`config.mk`:
```
export PLATFORM = sky130hd
export DESIGN_NAME = fpu_sqrt_writeback
export DESIGN_NICKNAME = d
export VERILOG_FILES = /design/src/rtl/fpu_sqrt_writeback.sv
export SDC_FILE = /design/constraint.sdc
export NUM_CORES = 1
export LEC_CHECK = 0
export BUFFER_PORTS_ARGS = -buffer_cell sky130_fd_sc_hd__buf_2
export CAP_MARGIN = 20
export CORE_ASPECT_RATIO = 1.5
export CORE_UTILIZATION = 24
export CTS_CLUSTER_DIAMETER = 50
export DETAILED_ROUTE_END_ITERATION = 10
export GPL_ROUTABILITY_DRIVEN = 1
export PLACE_DENSITY = 0.39
export SLEW_MARGIN = 20
export SYNTH_ARGS = -nofsm -noshare
export SYNTH_HDL_FRONTEND = slang
export SYNTH_SLANG_ARGS = --single-unit
```
`constraint.sdc`:
```
create_clock -name clk -period 4.2 [get_ports clk]
set_input_delay 0.21 -clock clk [delete_from_list [all_inputs] [get_ports clk]]
set_output_delay 0.21 -clock clk [all_outputs]
set_load 0.02 [all_outputs]
```
`src/rtl/fpu_sqrt_writeback.sv`:
```
`default_nettype none
// ============================================================================
//  Module   : fpu_sqrt_writeback
//  Purpose  : Commit stage for the single-precision sqrt unit. Buffers each
//             result with its destination register and status flags, writes
//             it back through the FP register-file port when granted,
//             replaces invalid results with the canonical quiet NaN and
//             accrues sticky fflags.
//  Revision : 1.0  initial release
// ============================================================================
module fpu_sqrt_writeback #(
   parameter int DEPTH = 2,
   parameter int AW    = 5
) (
   input  logic                  clk,
   input  logic                  rst,
   // producer side
   input  logic                  in_valid,
   output logic                  in_ready,
   input  logic [31:0]           in_result,
   input  logic                  in_overflow,
   input  logic                  in_underflow,
   input  logic                  in_exception,
   input  logic [AW-1:0]         in_rd,
   input  logic                  flush,
   // register-file write port
   output logic                  rf_req,
   input  logic                  rf_grant,
   output logic                  rf_we,
   output logic [AW-1:0]         rf_waddr,
   output logic [31:0]           rf_wdata,
   // fflags CSR
   input  logic                  fflags_we,
   input  logic [4:0]            fflags_wdata,
   output logic [4:0]            fflags,
   output logic [$clog2(DEPTH):0] count
);

   localparam int          c_IW   = $clog2(DEPTH);
   localparam logic [31:0] c_QNAN = 32'h7FC0_0000;

   // Pointers carry one extra wrap bit so full and empty are distinguishable.
   logic [c_IW:0]   r_wptr;
   logic [c_IW:0]   r_rptr;

   // Entry storage; flag slot packs {exception, overflow, underflow}.
   logic [31:0]     r_result [DEPTH];
   logic [AW-1:0]   r_rd     [DEPTH];
   logic [2:0]      r_flg    [DEPTH];

   logic [4:0]      r_fflags;

   logic            w_empty;
   logic            w_full;
   logic            w_push;
   logic            w_pop;
   logic [c_IW-1:0] w_head;
   logic [c_IW-1:0] w_tail;
   logic [2:0]      w_head_flg;
   logic [4:0]      w_commit_flags;

   assign w_head  = r_rptr[c_IW-1:0];
   assign w_tail  = r_wptr[c_IW-1:0];
   assign w_empty = (r_wptr == r_rptr);
   assign w_full  = (r_wptr[c_IW] != r_rptr[c_IW]) &&
                    (r_wptr[c_IW-1:0] == r_rptr[c_IW-1:0]);

   // Full blocks a push even when a pop happens in the same cycle, and a
   // flush suppresses both push and commit.
   assign w_push  = in_valid && !w_full && !flush;
   assign w_pop   = !w_empty && rf_grant && !flush;

   assign in_ready = !w_full;
   assign rf_req   = !w_empty;
   assign rf_we    = w_pop;
   assign count    = r_wptr - r_rptr;
   assign fflags   = r_fflags;

   assign w_head_flg = r_flg[w_head];

   // Head data is forced to zero while empty so nothing stale leaks out,
   // including right after an asynchronous reset.
   assign rf_waddr = w_empty ? '0    : r_rd[w_head];
   assign rf_wdata = w_empty ? 32'd0 :
                     (w_head_flg[2] ? c_QNAN : r_result[w_head]);

   // Flags contributed by a commit, laid out as {NV, DZ, OF, UF, NX}.
   assign w_commit_flags = w_pop ? {w_head_flg[2], 1'b0, w_head_flg[1], w_head_flg[0], 1'b0}
                                 : 5'd0;

   // Entry storage is written at the tail on every accepted push.
   always_ff @(posedge clk) begin
      if (w_push) begin
         r_result[w_tail] <= in_result;
         r_rd[w_tail]     <= in_rd;
         r_flg[w_tail]    <= {in_exception, in_overflow, in_underflow};
      end
   end

   // Pointer update: flush empties the buffer, otherwise push/pop advance.
   always_ff @(posedge clk or posedge rst) begin
      if (rst) begin
         r_wptr <= '0;
         r_rptr <= '0;
      end else if (flush) begin
         r_rptr <= r_wptr;
      end else begin
         if (w_push) r_wptr <= r_wptr + (c_IW+1)'(1);
         if (w_pop)  r_rptr <= r_rptr + (c_IW+1)'(1);
      end
   end

   // Sticky fflags: a CSR write replaces the accrued value, but a commit in
   // the same cycle still contributes its flags.
   always_ff @(posedge clk or posedge rst) begin
      if (rst) begin
         r_fflags <= 5'd0;
      end else if (fflags_we) begin
         r_fflags <= fflags_wdata | w_commit_flags;
      end else begin
         r_fflags <= r_fflags | w_commit_flags;
      end
   end

endmodule
`default_nettype wire

```
Word-level counts from Yosys, hierarchy flattened
Memory sizes are Yosys's and may differ from the RTL's.
Index checks and enable logic that the tools add are counted.
Widths: inputs -> output; s select.

word-level totals
  flip-flop bits (word level) = 9
  bits in writable memories = 80
  word-level logic and storage cells = 34
  memories kept = 3

memory list
  name      depth  bits a word  rd ports  clocked after Yosys merged registers in  write ports  RTL line  RTL
  r_result  2      32           1         0                                        1            47        logic [31:0] r_result [DEPTH];
  r_rd      2      5            1         0                                        1            48        logic [AW-1:0] r_rd [DEPTH];
  r_flg     2      3            1         0                                        1            49        logic [2:0] r_flg [DEPTH];

operators by class
  add/subtract/negate cells = 3
  equality and inequality tests = 3
  muxes and demuxes = 9
  bitwise operators = 3
  reductions and logical operators = 10

operators by type and width
  cell                 number
  $mux 32              2
  $mux 5               3
  $or 5x5->5           2
  $logic_and 1x1->1    5
  $add 2x1->2 const B  2
  $mux 2               2
  $logic_not 1->1      3
  $eq 2x2->1           1
  $mux 1               2
  $reduce_and 2->1     1
  $reduce_bool 2->1    1
  $sub 2x2->2          1
  $eq 1x1->1           1
  $ne 1x1->1           1
  $not 1->1            1

Longest topological paths before layout
Gate-level depths: netlist of the first run.

  depth after elaboration = 7
  gate-level depth with buffers = 7
  mapped depth without buffers = 5

Worst setup path before layout of the first run
No wires, ideal clock.

  kind = register -> register
  start = register r_wptr[0]
  end = memory r_flg[1][0] (enable)
  data arrival time = 2.821 ns
  required time = 3.749 ns
  slack = 0.929 ns
  stages on the path, launching flop included = 5
  path buffers = 1
  period minus slack after synthesis = 3.271 ns
  cell sequence = dfrtp_1 > inv_1 > ha_1 > buf_2 > a21oi_1

between the ends
  longest elaborated chain between the ends = 7

ends and longest elaborated chain
  what                            RTL line  RTL
  start: declaration              43        logic [c_IW:0] r_wptr;
  start signal: assignment        108       if (w_push) r_wptr <= r_wptr + (c_IW+1)'(1);
  $eq 1x1->1                      66        (r_wptr[c_IW-1:0] == r_rptr[c_IW-1:0]);
  $logic_and 1x1->1               65        assign w_full = (r_wptr[c_IW] != r_rptr[c_IW]) &&
  $logic_not 1->1                 70        assign w_push = in_valid && !w_full && !flush;
  $logic_and 1x1->1 (2 in a row)  70
  $mux 1                          93        if (w_push) begin
  $mux 1 (implied by the code)    96        r_flg[w_tail] <= {in_exception, in_overflow, in_underflow};
  end: declaration                49

Parallel ways exist; a longest one is shown, timed or not.

Final worst setup path of the first run
  start = register r_rptr[0]
  end = output rf_wdata[4]

between the ends
  longest elaborated chain between the ends = 3
  elaborated cells on any way between the ends = 5
  classes of those cells = 1 x eq/ne; 2 x mux; 2 x memory

ends and longest elaborated chain
  what                                                RTL line  RTL
  start: declaration                                  44        logic [c_IW:0] r_rptr;
  start signal: assignment                            106       r_rptr <= r_wptr;
  start signal: assignment                            109       if (w_pop) r_rptr <= r_rptr + (c_IW+1)'(1);
  $mem_v2 2x32 / $mem_v2 2x3 (equally long branches)  n/a
  $mux 32                                             85        (w_head_flg[2] ? c_QNAN : r_result[w_head]);
  $mux 32 (*)                                         84        assign rf_wdata = w_empty ? 32'd0 :
  end: declaration                                    31        output logic [31:0] rf_wdata,

Mark *: on every way between the ends. The rest lies on a longest branch, timed or not.

==> flow_metrics.py, run 1 <==
metrics = {
    "critical_path": {
        "crit_path_end_kind": "output pin",
        "r2r-start": "r_wptr[0]$_DFFE_PP0P_",
        "path_class": "reg2out",
        "worstPathMaxFanout": 46,
        "worstRegToRegCells": 4,
        "r2r_setup_slack_ns": 1.81,
        "reg2reg_to": "r_result[1][1]$_DFFE_PP_",
        "worst_setup_path_start_kind": "flip-flop",
        "required_ns": 3.99,
        "worstPathArrival_ns": 2.45,
    },
    "logic_synthesis": {
        "synth_fa_ha_area_share_pct": 0.354,
        "netlist_instances": 222,
        "ys_seq_area_share_pct": 74.4,
        "yosys.area.top_type": "edfxtp_1",
        "synth_enable_flop_cells": 80,
        "synth_compound_area_share_pct": 3.65,
        "ys_ff_latch": 89,
        "synth_top_area_share_pct": 68.0,
        "synthArstFlopShare_pct": 10.1,
        "yosysUniqueCellTypes": 28,
        "synth_xor_area_share_pct": 0.957,
        "synth.avg_cell_area_um2": 15.9,
        "ys_warn_count": 0,
        "synth_area_leaders": "edfxtp_1 68%, mux2i_1 12%, dfrtp_1 6.4%",
        "synthMuxAreaShare_pct": 13.1,
        "synthSimpleGateAreaFrac_pct": 5.28,
        "synth_top_family_by_area": "multiplexers",
        "syn-cell-area_um2": 3530,
        "synth_nets": 274,
        "ys.flop_type": "edfxtp_1",
    },
    "sta": {
        "hold_ws_ns": 0.0573,
        "max_freq_ghz": 0.375,
        "rsz0062_at_grt": "false",
        "slew_viol_final": 0,
        "finalHoldViolCount": 0,
        "setup_tns_ns": 0,
        "final.period_utilization_pct": 63.4,
        "max-slew-margin-rel_pct": 38.2,
        "finClkSkew_ns": 0.00617,
        "tightest_slew_ns": 0.925,
        "min_period_ns": 2.66,
        "setup_viol": 0,
    },
    "cts": {
        "cts_num_sinks": 89,
        "clk_pin_slew_ns": 0.06,
        "cts_tree": "done",
        "cts_setup_buffers": 0,
        "cts_buffers": 9,
        "cts_root_buffer": "clkbuf_16",
        "ctsResizeCount": 0,
        "clock_path_buffers": 2,
        "clk_latency_ns": 0.34,
        "h-tree-depth": 3,
        "cts_hold_buffers": 1,
    },
    "job": {
        "max_cap_violations": 0,
    },
    "status": {
        "status": "finished, final reports clean",
    },
    "floorplanning": {
        "die_w_um": 101,
        "die_h_um": 151,
        "core_area_um2": 14200,
        "die-area_um2": 15200,
        "ios": 98,
        "rows": 53,
        "initial_core_util_pct": 24.9,
    },
    "layout": {
        "finalNetCount": 374,
        "area_delta_synth_final_pct": 29.3,
        "n_fill_cell": 1474,
        "diodes": 0,
        "drive_above_1_share_pct": 37.9,
    },
    "drt": {
        "wl_per_cell_um": 15.6,
        "via_count": 2143,
        "drc": 0,
        "viasPerCell": 4.13,
        "first_pass_iters": 4,
        "ant_nets": 0,
        "drt_iter0_drc": 86,
        "drt-total-wl_um": 8110,
    },
    "placed_design": {
        "port_buffers": 97,
        "gp_congestion": 0.639,
        "hpwl_um": 5260,
    },
    "power": {
        "p_per_area_nw_per_um2": 795,
        "leakage_nw": 1.84,
        "peakVddDrop_mv": 0.308,
    },
    "global_route": {
        "antenna_found_initial": 0,
        "grt_pass1_wl_um": 12100,
        "grt_max_degree": 47,
        "grt-ovfl-total": 0,
        "grt_pass1_vias": 2172,
        "grt_usage_pct": 11.2,
    },
    "worst_hold_path": {
        "hold_depth": 1,
        "hold_path.startpoint": "in_result[5]",
        "worst_hold_path_type": "in2reg",
        "min_to": "r_result[0][5]$_DFFE_PP_",
    },
}
## registers in the layout (all words and copies together), names as in the netlist
name      cells
r_wptr        2
r_result     64
r_rd         10
r_flg         6
fflags        5
r_rptr        2
## critical path: stages (launching register included)
cell and delay, ns:
dfrtp_2 0.35, buf_4 0.62, mux2i_1 0.26, buf_4 0.22, o21ai_4 0.22, nor2_1 0.23
buf_2 0.19
## synth_stat cells (all sizes together) (2+ instances only)
library cell	instances
clkbuf	3
xor2	2
dfrtp	9
nor2	29
nand2	4
mux2	2
edfxtp	80
nor3b	2
mux2i	44
inv	6
buf	9
o21ai	7
a21oi	13
## report_power, final
group          internal (mW)  switching (mW)  leakage, nW
clock network          0.509           0.318        0.153
logic                  0.507            1.11        0.856
registers               1.14          0.0459        0.833
## cells by family (layout without fill, tap and decap cells)
kind of cell             after synthesis  in the layout
flip-flops                            89             89
multiplexers                          46             46
AND/OR/NAND/NOR                       42             42
AO/OA/AOI/OAI                         23             23
buffers and inverters                 18            123
XOR/XNOR                               3              3
adder cells (fa/ha/maj)                1              1
## worst max path at each step
stage                           from                    end  slack (ns)  cells past startpoint
2_1_floorplan  r_wptr[0]$_DFFE_PP0P_  r_flg[1][0]$_DFFE_PP_        0.93                      4
3_3_place_gp   r_wptr[0]$_DFFE_PP0P_            rf_wdata[8]        1.63                      6
3_5_place_dp   r_wptr[0]$_DFFE_PP0P_            rf_wdata[4]        1.58                      6
4_1_cts        r_wptr[0]$_DFFE_PP0P_            rf_wdata[4]        1.20                      6
5_1_grt        r_rptr[0]$_DFFE_PP0P_            rf_wdata[4]        1.31                      6
6_report       r_rptr[0]$_DFFE_PP0P_            rf_wdata[4]        1.54                      6
## per-layer routing
metal  up-vias  wire (um)  GRT usage, %
li1       1015          -             -
met1      1053       3480          13.5
met2        65       4150          18.5
met3        10        346          3.30
met4         0        133          4.57
met5         -          0             0
## metrics by stage
stage                     total power [mW]  std cells  area (um2)  util [%]  setup slack (ns)
after floorplan                       2.29        222        3530         -             0.929
after global placement                2.85        502        4240      29.9              1.63
after detailed placement              2.85        502        4240      29.9              1.58
after CTS                             3.69        519        4560      32.1              1.20
after global routing                  3.86        519        4560      32.2              1.31
final                                 3.63        519        4560      32.2              1.54
## area by class of cell
type / instances / area (um2) / share of cell area, %
sequential: 89 / 2630 / 57.6
clock buffer: 14 / 274 / 6.00
multi-input combinational: 115 / 846 / 18.5
tap: 192 / 240 / 5.26
inverter: 6 / 22.5 / 0.493
clock inverter: 2 / 35.0 / 0.768
timing repair buffer: 101 / 518 / 11.3
## placed cells by master (no fill, tap or decap), types with 2 or more instances in the layout
| cell | count |
|---|---|
| buf_2 | 97 |
| edfxtp_1 | 80 |
| mux2i_1 | 44 |
| nor2_1 | 28 |
| a21oi_1 | 12 |
| clkbuf_16 | 9 |
| dfrtp_1 | 8 |
| inv_1 | 6 |
| o21ai_0 | 6 |
| nand2_1 | 4 |
| clkbuf_8 | 3 |
| buf_4 | 3 |
| mux2_2 | 2 |
| nor3b_1 | 2 |
| clkbuf_1 | 2 |
No activity file was read; power rests on OpenSTA's default activity.
==> run 2: changes to the inputs <==
Settings changed: PLACE_DENSITY 0.39 to 0.4.
Clock period 4.2 ns to 2.2 ns, I/O delays scaled along.
==> run 2 against run 1 <==
Against the previous run:
- worst hold slack worse by 0.047 ns
- global-route usage about the same
- first-iteration DRC count up 8.1%
- clock power up 66%
- cell count up 9.2%
- utilization up 3.1 points
- register-to-register slack worse by 1.4 ns
- sequential share of layout area down 5.0 points
==> flow_metrics.py, run 2 (synthesis results as in run 1) <==
metrics = {
    "drt": {
        "via_count": 2310,
        "drt_iter0_drc": 93,
        "drc": 0,
        "ant_nets": 0,
        "wl_per_cell_um": 14.2,
        "drt-total-wl_um": 8060,
        "first_pass_iters": 4,
        "viasPerCell": 4.07,
    },
    "critical_path": {
        "crit_top_cell": "buf_4",
        "path_cells": "buf_4 > mux2i_1 > o21ai_2 > buf_4 > nor2_1 > buf_2",
        "crit_buf_inv": 3,
        "worst_setup_path_start_kind": "flip-flop",
        "r2r_setup_slack_ns": 0.37,
        "worstPathArrival_ns": 1.95,
        "cp_slowest_stage_delay_ns": 0.37,
        "required_ns": 2.09,
        "path_class": "reg2out",
        "reg2reg_to": "r_result[0][19]$_DFFE_PP_",
        "worstRegToRegCells": 4,
        "crit_path_end_kind": "output pin",
        "slowest_stage": "dfrtp_2",
        "r2r-start": "r_rptr[1]$_DFFE_PP0P_",
        "worstPathMaxFanout": 23,
        "worst_path_dominant_cell_family": "buffers and inverters",
    },
    "cts": {
        "cts_hold_buffers": 41,
        "clk_pin_slew_ns": 0.06,
        "cts_root_buffer": "clkbuf_16",
        "cts_buffers": 9,
        "ctsResizeCount": 0,
        "cts_tree": "done",
        "cts_setup_buffers": 0,
        "clock_path_buffers": 2,
        "cts_num_sinks": 89,
        "h-tree-depth": 3,
        "clk_latency_ns": 0.33,
    },
    "floorplanning": {
        "ios": 98,
        "core_area_um2": 14200,
        "rows": 53,
        "die-area_um2": 15200,
        "die_w_um": 101,
        "initial_core_util_pct": 24.9,
        "die_h_um": 151,
    },
    "layout": {
        "drive_above_1_share_pct": 35.2,
        "layout_commonest_cell": "buf_2",
        "final_cell_mix": "97 x buf_2, 80 x edfxtp_1, 44 x mux2i_1",
        "largestRegisters": "r_result: 64 flops, r_rd: 10 flops, r_flg: 6 flops",
        "area_delta_synth_final_pct": 41.5,
        "regMostFlops": "r_result",
        "multi_input_area_um2": 837,
        "largest_reg_flops": 64,
        "final_area_um2": 5000,
        "n_fill_cell": 1439,
        "register_area_um2": 2630,
        "diodes": 0,
        "finalNetCount": 422,
    },
    "sta": {
        "final.period_utilization_pct": 93.6,
        "hold_ws_ns": 0.0103,
        "setup_slack_ns": 0.141,
        "finalHoldViolCount": 0,
        "tightest_slew_ns": 0.557,
        "max-slew-margin-rel_pct": 62.9,
        "slew_viol_final": 0,
        "rsz0062_at_grt": "false",
        "setup_viol": 0,
        "finClkSkew_ns": 0.00314,
        "setup_tns_ns": 0,
        "min_period_ns": 2.06,
        "max_freq_ghz": 0.486,
    },
    "global_route": {
        "antenna_found_initial": 0,
        "grt_usage_pct": 11.1,
        "grt-ovfl-total": 0,
        "grt_max_degree": 34,
        "grt_pass1_wl_um": 12200,
        "grt_pass1_vias": 2368,
    },
    "power": {
        "clkPwrFrac_pct": 19.9,
        "p_per_area_nw_per_um2": 1380,
        "peakVddDrop_mv": 0.511,
        "p_comb_share_pct": 47.2,
        "p_seq_share_pct": 32.9,
        "sw_frac_of_total_pct": 41.0,
        "p_int_mw": 4.07,
        "leakage_nw": 2.02,
        "p_switching_mw": 2.83,
    },
    "placed_design": {
        "hpwl_um": 5420,
        "place_ws_ns": 0.356,
        "gp_congestion": 0.698,
        "port_buffers": 97,
        "placedInstanceArea_um2": 4320,
    },
    "worst_hold_path": {
        "hold_path.startpoint": "fflags_wdata[1]",
        "hold_depth": 3,
        "min_to": "fflags[1]$_DFF_PP0_",
        "worst_hold_path_type": "in2reg",
    },
    "status": {
        "status": "finished, final reports clean",
    },
    "job": {
        "max_cap_violations": 0,
    },
}
-- run 2: how the worst max path moves through the flow --
stage | start | to | slack [ns] | cells past startpoint
after global placement | r_rptr[1]$_DFFE_PP0P_ | r_result[0][17]$_DFFE_PP_ | 0.38 | 4
final | r_rptr[0]$_DFFE_PP0P_ | rf_wdata[21] | 0.14 | 6
after CTS | r_rptr[0]$_DFFE_PP0P_ | rf_wdata[21] | 0.05 | 6
after detailed placement | r_rptr[1]$_DFFE_PP0P_ | r_result[0][17]$_DFFE_PP_ | 0.36 | 4
after floorplan | r_wptr[0]$_DFFE_PP0P_ | r_flg[0][0]$_DFFE_PP_ | 0.17 | 5
after global routing | r_rptr[0]$_DFFE_PP0P_ | rf_wdata[11] | 0.008 | 6
-- run 2: layout make-up --
| cell class | instances | area share [%] |
|---|---|---|
| Multi-Input combinational cell | 115 | 16.8 |
| Clock inverter | 5 | 0.651 |
| Inverter | 6 | 0.451 |
| Timing Repair Buffer | 149 | 20.1 |
| Sequential cell | 89 | 52.6 |
| Tap cell | 192 | 4.81 |
| Clock buffer | 11 | 4.66 |
-- run 2: worst reg2reg max path, stage by stage (launching register included) --
cell and delay, ns:
dfrtp_1 0.43, xor2_2 0.48, a21oi_1 0.18, and2_2 0.25
buf_4 0.22
-- run 2: power by group through the flow --
stage | Sequential (mW) | Combinational, mW | Clock [mW]
after floorplan | 2.31 | 2.07 | 0
after CTS | 2.27 | 3.35 | 1.42
after detailed placement | 2.31 | 3.29 | 0
final | 2.27 | 3.26 | 1.37
after global placement | 2.30 | 3.28 | 0
after global routing | 2.30 | 3.55 | 1.49
-- run 2: per-layer routing --
metal	track usage, %	up-vias	share of wire (%)
met5	0	-	0
met4	5.22	0	1.7
met3	2.32	8	3.8
met2	19.9	57	52
met1	12.6	1128	42
li1	-	1117	-
-- run 2: per-stage QoR --
stage | std cells | total power [mW] | util (%)
floorplan | 222 | 4.39 | -
global placement | 510 | 5.58 | 30.5
detailed placement | 510 | 5.60 | 30.5
CTS | 567 | 7.05 | 35.2
global route | 567 | 7.33 | 35.2
finish | 567 | 6.90 | 35.2
==> run 3: changes to the inputs <==
==> constraint.sdc (replaced) <==
create_clock -name clk -period 2.2 [get_ports clk]
set_input_delay 0.22 -clock clk [delete_from_list [all_inputs] [get_ports clk]]
set_output_delay 0.22 -clock clk [all_outputs]
set_load 0.02 [all_outputs]
==> run 3 against run 2 <==
Against the previous run:
- via count is 7.2% lower
- flip-flop and latch count unchanged
- clock power grew 17%
- register-to-register slack better by 0.09 ns
==> flow_metrics.py, run 3 (synthesis results as in run 1) <==
metrics = {
    "layout": {
        "regMostFlops": "r_result",
        "n_fill_cell": 1467,
        "layout_commonest_cell": "buf_2",
        "largest_reg_flops": 64,
        "diodes": 0,
        "largestRegisters": "r_result: 64 flops, r_rd: 10 flops, r_flg: 6 flops",
        "area_delta_synth_final_pct": 32.5,
        "fin_util_pct": 33.0,
        "final_cell_mix": "96 x buf_2, 80 x edfxtp_1, 43 x mux2i_1",
        "drive_above_1_share_pct": 40.3,
        "finalNetCount": 382,
    },
    "power": {
        "sw_frac_of_total_pct": 39.8,
        "p_per_area_nw_per_um2": 1530,
        "clkPwrFrac_pct": 22.4,
        "p_comb_share_pct": 45.7,
        "leakage_nw": 1.89,
        "peakVddDrop_mv": 0.440,
        "p_seq_share_pct": 31.9,
        "p_int_mw": 4.31,
        "p_switching_mw": 2.85,
    },
    "floorplanning": {
        "die_w_um": 101,
        "die-area_um2": 15200,
        "rows": 53,
        "ios": 98,
        "core_area_um2": 14200,
        "initial_core_util_pct": 24.9,
        "die_h_um": 151,
    },
    "sta": {
        "rsz0062_at_grt": "false",
        "slew_viol_final": 0,
        "final.period_utilization_pct": 93.5,
        "hold_ws_ns": 0.0707,
        "setup_tns_ns": 0,
        "setup_slack_ns": 0.143,
        "max_freq_ghz": 0.486,
        "tightest_slew_ns": 0.429,
        "finClkSkew_ns": 0.00706,
        "setup_viol": 0,
        "max-slew-margin-rel_pct": 71.4,
        "min_period_ns": 2.06,
        "finalHoldViolCount": 0,
    },
    "placed_design": {
        "gp_congestion": 0.689,
        "port_buffers": 97,
        "hpwl_um": 5370,
        "place_ws_ns": 0.311,
    },
    "cts": {
        "cts_tree": "done",
        "clk_pin_slew_ns": 0.06,
        "cts_num_sinks": 89,
        "cts_buffers": 9,
        "clk_latency_ns": 0.33,
        "cts_root_buffer": "clkbuf_16",
        "clock_path_buffers": 2,
        "h-tree-depth": 3,
        "cts_setup_buffers": 0,
    },
    "drt": {
        "wl_met3_um": 377,
        "drc": 0,
        "via_count": 2144,
        "drt_iter0_drc": 87,
        "drt-total-wl_um": 7880,
        "top_layer": "met4",
        "wl_per_cell_um": 14.9,
        "ant_nets": 0,
        "route.met2.wl_um": 4260,
        "viasPerCell": 4.07,
        "first_pass_iters": 4,
        "wl_met1_um": 3090,
    },
    "critical_path": {
        "required_ns": 1.98,
        "slowest_stage": "dfrtp_1",
        "worstPathArrival_ns": 1.84,
        "worst_setup_path_start_kind": "flip-flop",
        "crit_buf_inv": 4,
        "path_class": "reg2out",
        "worst_path_dominant_cell_family": "buffers and inverters",
        "cp_slowest_stage_delay_ns": 0.37,
        "crit_path_end_kind": "output pin",
        "path_cells": "inv_1 > ha_1 > inv_2 > nor2_2 > buf_4 > a21oi_1 > buf_4",
        "worstPathMaxFanout": 10,
        "crit_top_cell": "buf_4",
    },
    "global_route": {
        "grt-ovfl-total": 0,
        "grt_pass1_vias": 2181,
        "grt_pass1_wl_um": 11700,
        "grt_usage_pct": 10.8,
        "antenna_found_initial": 0,
        "grt_max_degree": 35,
    },
    "worst_hold_path": {
        "worst_hold_path_type": "in2reg",
    },
    "job": {
        "max_cap_violations": 0,
    },
    "status": {
        "status": "finished, final reports clean",
    },
}
run 3: worst paths after layout:
path	startpoint	to	slack, ns	depth (start not counted)
worst max-delay path	r_wptr[0]$_DFFE_PP0P_	rf_wdata[26]	0.14	7
min in group asynchronous	rst	fflags[3]$_DFFE_PP0P_	0.40	3
worst min-delay path	in_result[20]	r_result[0][20]$_DFFE_PP_	0.07	1
worst max register to register	r_wptr[0]$_DFFE_PP0P_	r_result[0][8]$_DFFE_PP_	0.46	5
worst min register to register	fflags[1]$_DFF_PP0_	fflags[1]$_DFF_PP0_	0.50	2
max in group asynchronous	rst	r_rptr[0]$_DFFE_PP0P_	1.52	3
run 3: routing by layer:
metal | up-vias | track usage [%]
met2 | 66 | 19.8
met1 | 1037 | 11.4
met4 | 0 | 6.09
li1 | 1033 | -
met5 | - | 0
met3 | 8 | 2.37
run 3: power groups by stage:
stage | combinational, mW | sequential (mW) | clock (mW)
2_1_floorplan | 2.07 | 2.31 | 0
3_3_place_gp | 3.29 | 2.30 | 0
3_5_place_dp | 3.29 | 2.31 | 0
4_1_cts | 3.32 | 2.28 | 1.66
5_1_grt | 3.55 | 2.31 | 1.72
6_report | 3.27 | 2.28 | 1.60
run 3: final cells by class:
class	count	area, um2	area share (%)
Sequential cell	89	2630	56.2
Clock inverter	5	81.3	1.74
Inverter	6	22.5	0.482
Timing Repair Buffer	109	617	13.2
Multi-Input combinational cell	115	855	18.3
Tap cell	192	240	5.14
Clock buffer	11	233	4.98
run 3: what timing repair did:
action / in CTS / in global routing
endpoints found under the setup margin: 6 / 26
gates resized for setup: 2 / 7
endpoints found under the hold margin: 9 / 0
hold buffers: 1 / 0
run 3: metrics by stage:
stage | cell area [um2] | power (mW) | std cells
floorplan | 3540 | 4.39 | 222
global placement | 4320 | 5.59 | 510
detailed placement | 4320 | 5.60 | 510
CTS | 4660 | 7.26 | 527
global route | 4680 | 7.58 | 527
finish | 4680 | 7.16 | 527
